$ cat src/rtl/fetch_decode_reg.sv
// Fetch PC generator and IF/ID pipeline register with stall/flush handling and hazard counters.
// Latency: one cycle from instr_in/pc_f to instr_d/pc_d; all outputs come straight from flops.
// Backpressure: stall freezes fetch and the decode register; flush redirects fetch and inserts a bubble.
module fetch_decode_reg #(
    parameter logic [31:0] RESET_PC  = 32'h0000_0000,
    parameter logic [31:0] NOP_INSTR = 32'h0000_0013,
    parameter int          MAX_STALL = 1
) (
    input  logic        clk,
    input  logic        rst,
    input  logic [31:0] instr_in,
    input  logic [31:0] pc_target,
    input  logic        stall,
    input  logic        flush,
    output logic [31:0] pc_f,
    output logic [31:0] pc_d,
    output logic [31:0] instr_d,
    output logic        valid_d,
    output logic [31:0] stall_count,
    output logic [31:0] flush_count,
    output logic        stall_err
);

    typedef enum logic [1:0] {
        S_FILL = 2'd0,
        S_RUN  = 2'd1,
        S_HOLD = 2'd2
    } state_t;

    state_t      r_state;
    state_t      w_state_nxt;
    logic [1:0]  r_run_cnt;
    logic [1:0]  w_run_cnt_nxt;
    logic        w_stall_eff;
    logic        w_run_over;

    logic [31:0] r_pc_f;
    logic [31:0] r_pc_d;
    logic [31:0] r_instr_d;
    logic        r_valid_d;
    logic [31:0] r_stall_cnt;
    logic [31:0] r_flush_cnt;
    logic        r_stall_err;

    // A flush always wins over a simultaneous stall.
    assign w_stall_eff = stall & ~flush;
    assign w_run_over  = int'({30'd0, r_run_cnt}) > MAX_STALL;

    // State register.
    always_ff @(posedge clk) begin
        if (rst) begin
            r_state <= S_FILL;
        end else begin
            r_state <= w_state_nxt;
        end
    end

    // Next-state: every state heads to HOLD on an effective stall and to RUN otherwise.
    always_comb begin
        w_state_nxt = r_state;
        case (r_state)
            S_FILL:  w_state_nxt = w_stall_eff ? S_HOLD : S_RUN;
            S_RUN:   w_state_nxt = w_stall_eff ? S_HOLD : S_RUN;
            S_HOLD:  w_state_nxt = w_stall_eff ? S_HOLD : S_RUN;
            default: w_state_nxt = S_FILL;
        endcase
    end

    // Run counter tracks consecutive HOLD cycles, saturating at 3 and clearing on exit.
    always_comb begin
        w_run_cnt_nxt = 2'd0;
        if (w_state_nxt == S_HOLD) begin
            w_run_cnt_nxt = (r_run_cnt == 2'd3) ? 2'd3 : r_run_cnt + 2'd1;
        end
    end

    // Run counter and sticky over-long-stall flag.
    always_ff @(posedge clk) begin
        if (rst) begin
            r_run_cnt   <= 2'd0;
            r_stall_err <= 1'b0;
        end else begin
            r_run_cnt <= w_run_cnt_nxt;
            if (w_run_over) begin
                r_stall_err <= 1'b1;
            end
        end
    end

    // Fetch PC and decode register: flush > stall > advance.
    always_ff @(posedge clk) begin
        if (rst) begin
            r_pc_f    <= RESET_PC;
            r_pc_d    <= 32'd0;
            r_instr_d <= NOP_INSTR;
            r_valid_d <= 1'b0;
        end else if (flush) begin
            r_pc_f    <= {pc_target[31:2], 2'b00};
            r_instr_d <= NOP_INSTR;
            r_valid_d <= 1'b0;
        end else if (!stall) begin
            r_pc_f    <= r_pc_f + 32'd4;
            r_pc_d    <= r_pc_f;
            r_instr_d <= instr_in;
            r_valid_d <= 1'b1;
        end
    end

    // Saturating event counters for stall and flush cycles.
    always_ff @(posedge clk) begin
        if (rst) begin
            r_stall_cnt <= 32'd0;
            r_flush_cnt <= 32'd0;
        end else begin
            if (w_stall_eff && (r_stall_cnt != 32'hFFFF_FFFF)) begin
                r_stall_cnt <= r_stall_cnt + 32'd1;
            end
            if (flush && (r_flush_cnt != 32'hFFFF_FFFF)) begin
                r_flush_cnt <= r_flush_cnt + 32'd1;
            end
        end
    end

    assign pc_f        = r_pc_f;
    assign pc_d        = r_pc_d;
    assign instr_d     = r_instr_d;
    assign valid_d     = r_valid_d;
    assign stall_count = r_stall_cnt;
    assign flush_count = r_flush_cnt;
    assign stall_err   = r_stall_err;

endmodule

$ cat config.mk
export PLATFORM = sky130hd
export DESIGN_NAME = fetch_decode_reg
export DESIGN_NICKNAME = d
export VERILOG_FILES = /design/src/rtl/fetch_decode_reg.sv
export SDC_FILE = /design/constraint.sdc
export NUM_CORES = 1
export LEC_CHECK = 0
export CAP_MARGIN = 5
export CELL_PAD_IN_SITES_DETAIL_PLACEMENT = 0
export CELL_PAD_IN_SITES_GLOBAL_PLACEMENT = 1
export CORE_MARGIN = 2
export CORE_UTILIZATION = 31
export CTS_BUF_LIST = sky130_fd_sc_hd__clkbuf_8
export DETAILED_ROUTE_END_ITERATION = 10
export MAX_ROUTING_LAYER = met4
export PLACE_DENSITY = 0.78
export SLEW_MARGIN = 20
export SYNTH_ARGS = -nofsm -noshare
export SYNTH_HDL_FRONTEND = slang
export SYNTH_SLANG_ARGS = --single-unit
$ cat constraint.sdc
create_clock -name clk -period 2.37 [get_ports clk]
set_clock_uncertainty 0.2 [all_clocks]
set_input_delay 0.3555 -clock clk [delete_from_list [all_inputs] [get_ports clk]]
set_output_delay 0.3555 -clock clk [all_outputs]
set_load 0.005 [all_outputs]
==> impl_metrics.yaml <==
synth:
  syn_area_per_cell_um2: 8.35
  synth_top_cell_by_area: "dfxtp_1"
  synth_area_um2: 7300
  async_flop_share_pct: 0
  synthDistinctLibCells: 50
  synth_top_cell_area_share_pct: 44.4
  synth.ff_latch_count: 162
  ys_top_cells_by_area: "dfxtp_1, a21oi_1, nand2_1"
  ys_seq_area_share_pct: 44.4
  synth-edff-count: 0
  synth_top_flop_cell: "dfxtp_1"
  yosys_warnings: 0
  syn_inst: 874
timing:
  period_minus_slack_ns: 2.30
  period_share_pct: 97.1
  setup_viol: 0
  rsz0062_at_grt: "true"
  finalHoldViolCount: 0
  fmax_ghz: 0.435
  timing.slew.headroom_pct: 55.1
  setup_ws_ns: 0.0696
  final_max_slew_viol_count: 0
  fin_setup_tns_ns: 0
  tightest_slew_ns: 0.664
global_route:
  grt_pass1_vias: 6871
  grt_start_max_net_pins: 51
  antenna_found_initial: 2
  grt_remaining_overflow: 0
  grt_pass1_wl_um: 35100
  track_usage_pct: 18.2
clocking:
  path_clk_slew_ns: 0.10
  clockBufferDepth: 2
  cts_buffers: 17
  htree_levels: 4
  worst_skew_pair.late_latency_ns: 0.45
  postCtsHoldBufs: 0
  cts_sinks: 162
  cts_tree: "built"
  cts_root_buf: "clkbuf_8"
power:
  ir_worst_vdd_uv: 425
  power.leakage_nw: 3.94
  finalPower_mw: 5.82
  powerDensity_nw_per_um2: 527
drt:
  drt_iter0_markers: 339
  routed_wl_um: 22500
  post_drt_wl_per_cell_um: 14.9
  drc_errors: 0
  vias_per_cell: 4.88
  drtAntennaViolNets: 0
  num_vias: 7353
  dr.pass1.iters: 5
critical_path:
  cp-start-kind: "flop"
  crit_arrival_ns: 2.49
  end_kind: "flop"
  critPathMaxFanout: 7
  worstPathRequired_ns: 2.56
  crit_type: "reg2reg"
cells_and_area:
  areaGrowthSynthToFinish_pct: 51.4
  drive_gt1_share_pct: 14.6
  layout_commonest_cell: "clkdlybuf4s50_1"
  final_nets: 1245
  final_cell_mix: "clkdlybuf4s50_1, dfxtp_1, buf_4, nand2_1, nor2_1"
status:
  status: "finished, final reports clean"
place:
  portBuffers: 223
  dp_slack_ns: -0.416
  place_congestion: 0.892
  hpwl_um: 16500
die:
  io-pin-count: 230
  rows: 56
  die_x_um: 157
  initial_utilization_pct: 31.4
  core-area_um2: 23300
  die_h_um: 157
  fp.dieArea_um2: 24800
job:
  drv_cap: 0
hold_path:
  hold_class: "in2reg"
metal layers:
layer	track usage, %	vias up	wire length, µm
li1	-	3709	-
met3	4.19	19	1100
met1	23.8	3443	10800
met4	4.89	0	272
met5	-	-	0
met2	28.3	182	10300
registers in the layout, indices dropped and copies added, names as in the netlist:
name / count
flush_count: 32
instr_d: 32
stall_count: 32
pc_d: 30
pc_f: 30
r_run_cnt: 2
r_state: 2
stall_err: 1
valid_d: 1
cells by family (layout without fill, tap and decap cells):
family	after synthesis	count (layout)	share of synthesized area [%]
AOI/OAI and AO/OA	158	158	12.6
xor gates and xnor gates	41	41	4.92
adders and majority gates	3	3	0.514
buffers and inverters	73	383	4.48
DFF	162	162	44.4
muxes	42	42	5.85
other	1	6	0.0514
and+or+nand+nor	394	394	27.2
what timing repair did:
item,in CTS,in global routing
pin swaps,0,4
setup endpoints to repair,3,17
resized for setup,1,5
cloned,0,0
buffers inserted,0,4
power breakdown:
group	switching, mW	internal [mW]	total [mW]
clock network	1.16	1.18	2.34
registers	0.0542	2.79	2.85
logic	0.268	0.365	0.633
total	1.48	4.34	5.82
cell usage after synthesis (3+ instances only):
cell        n
o31ai_1    12
xnor2_1    35
and2_1      4
mux2i_1    37
nand3_1    34
a31oi_1     3
and4_1     11
and3_1     10
nor4_1     20
buf_4       4
o21bai_1    5
or4_1      16
ha_1        3
clkbuf_1   39
dfxtp_1   162
and4b_1     3
nor2b_1     8
o21ai_0    28
or2_2       3
nand2_1   105
a211oi_1   18
mux2_2      5
and4_2      3
a21oi_1    80
inv_1      19
nor3_1     17
nand2b_1    4
buf_1       5
or3_1      28
o211ai_1    5
xor2_1      6
nand4_1    22
nor2_1     98
final timing paths:
path,start,end,cells past startpoint,slack [ns]
worst min-delay path,rst,stall_err,2,0.18
worst max register to register,flush_count[5],flush_count[26],5,0.07
worst max-delay path,flush_count[5],flush_count[26],5,0.07
worst min register to register,r_run_cnt[0],r_run_cnt[0],1,0.25
worst max-delay path: stages, from the launching register on:
cell     delay [ns]
dfxtp_4        0.37
nand4_4        0.10
or4_4          0.53
or4_4          0.59
or3_1          0.32
a21oi_1        0.12
per-stage QoR:
step	util (%)	hold WS [ns]	std cells	area, µm²
finish	47.5	0.184	1508	11100
CTS	47.3	0.149	1502	11000
global route	47.5	0.163	1508	11100
detailed placement	45.3	0.246	1470	10500
floorplan	-	0.209	877	7340
global placement	45.3	0.220	1470	10500
cell type report:
class	instances	area [µm²]
clock inverter	15	220
multi-input combinational	642	3780
sequential	162	3260
antenna	2	5.00
inverter	19	71.3
clock buffer	17	234
tap	319	399
timing repair buffer	332	3080
fill	2352	12200
Power figures use the tool's default switching activity.
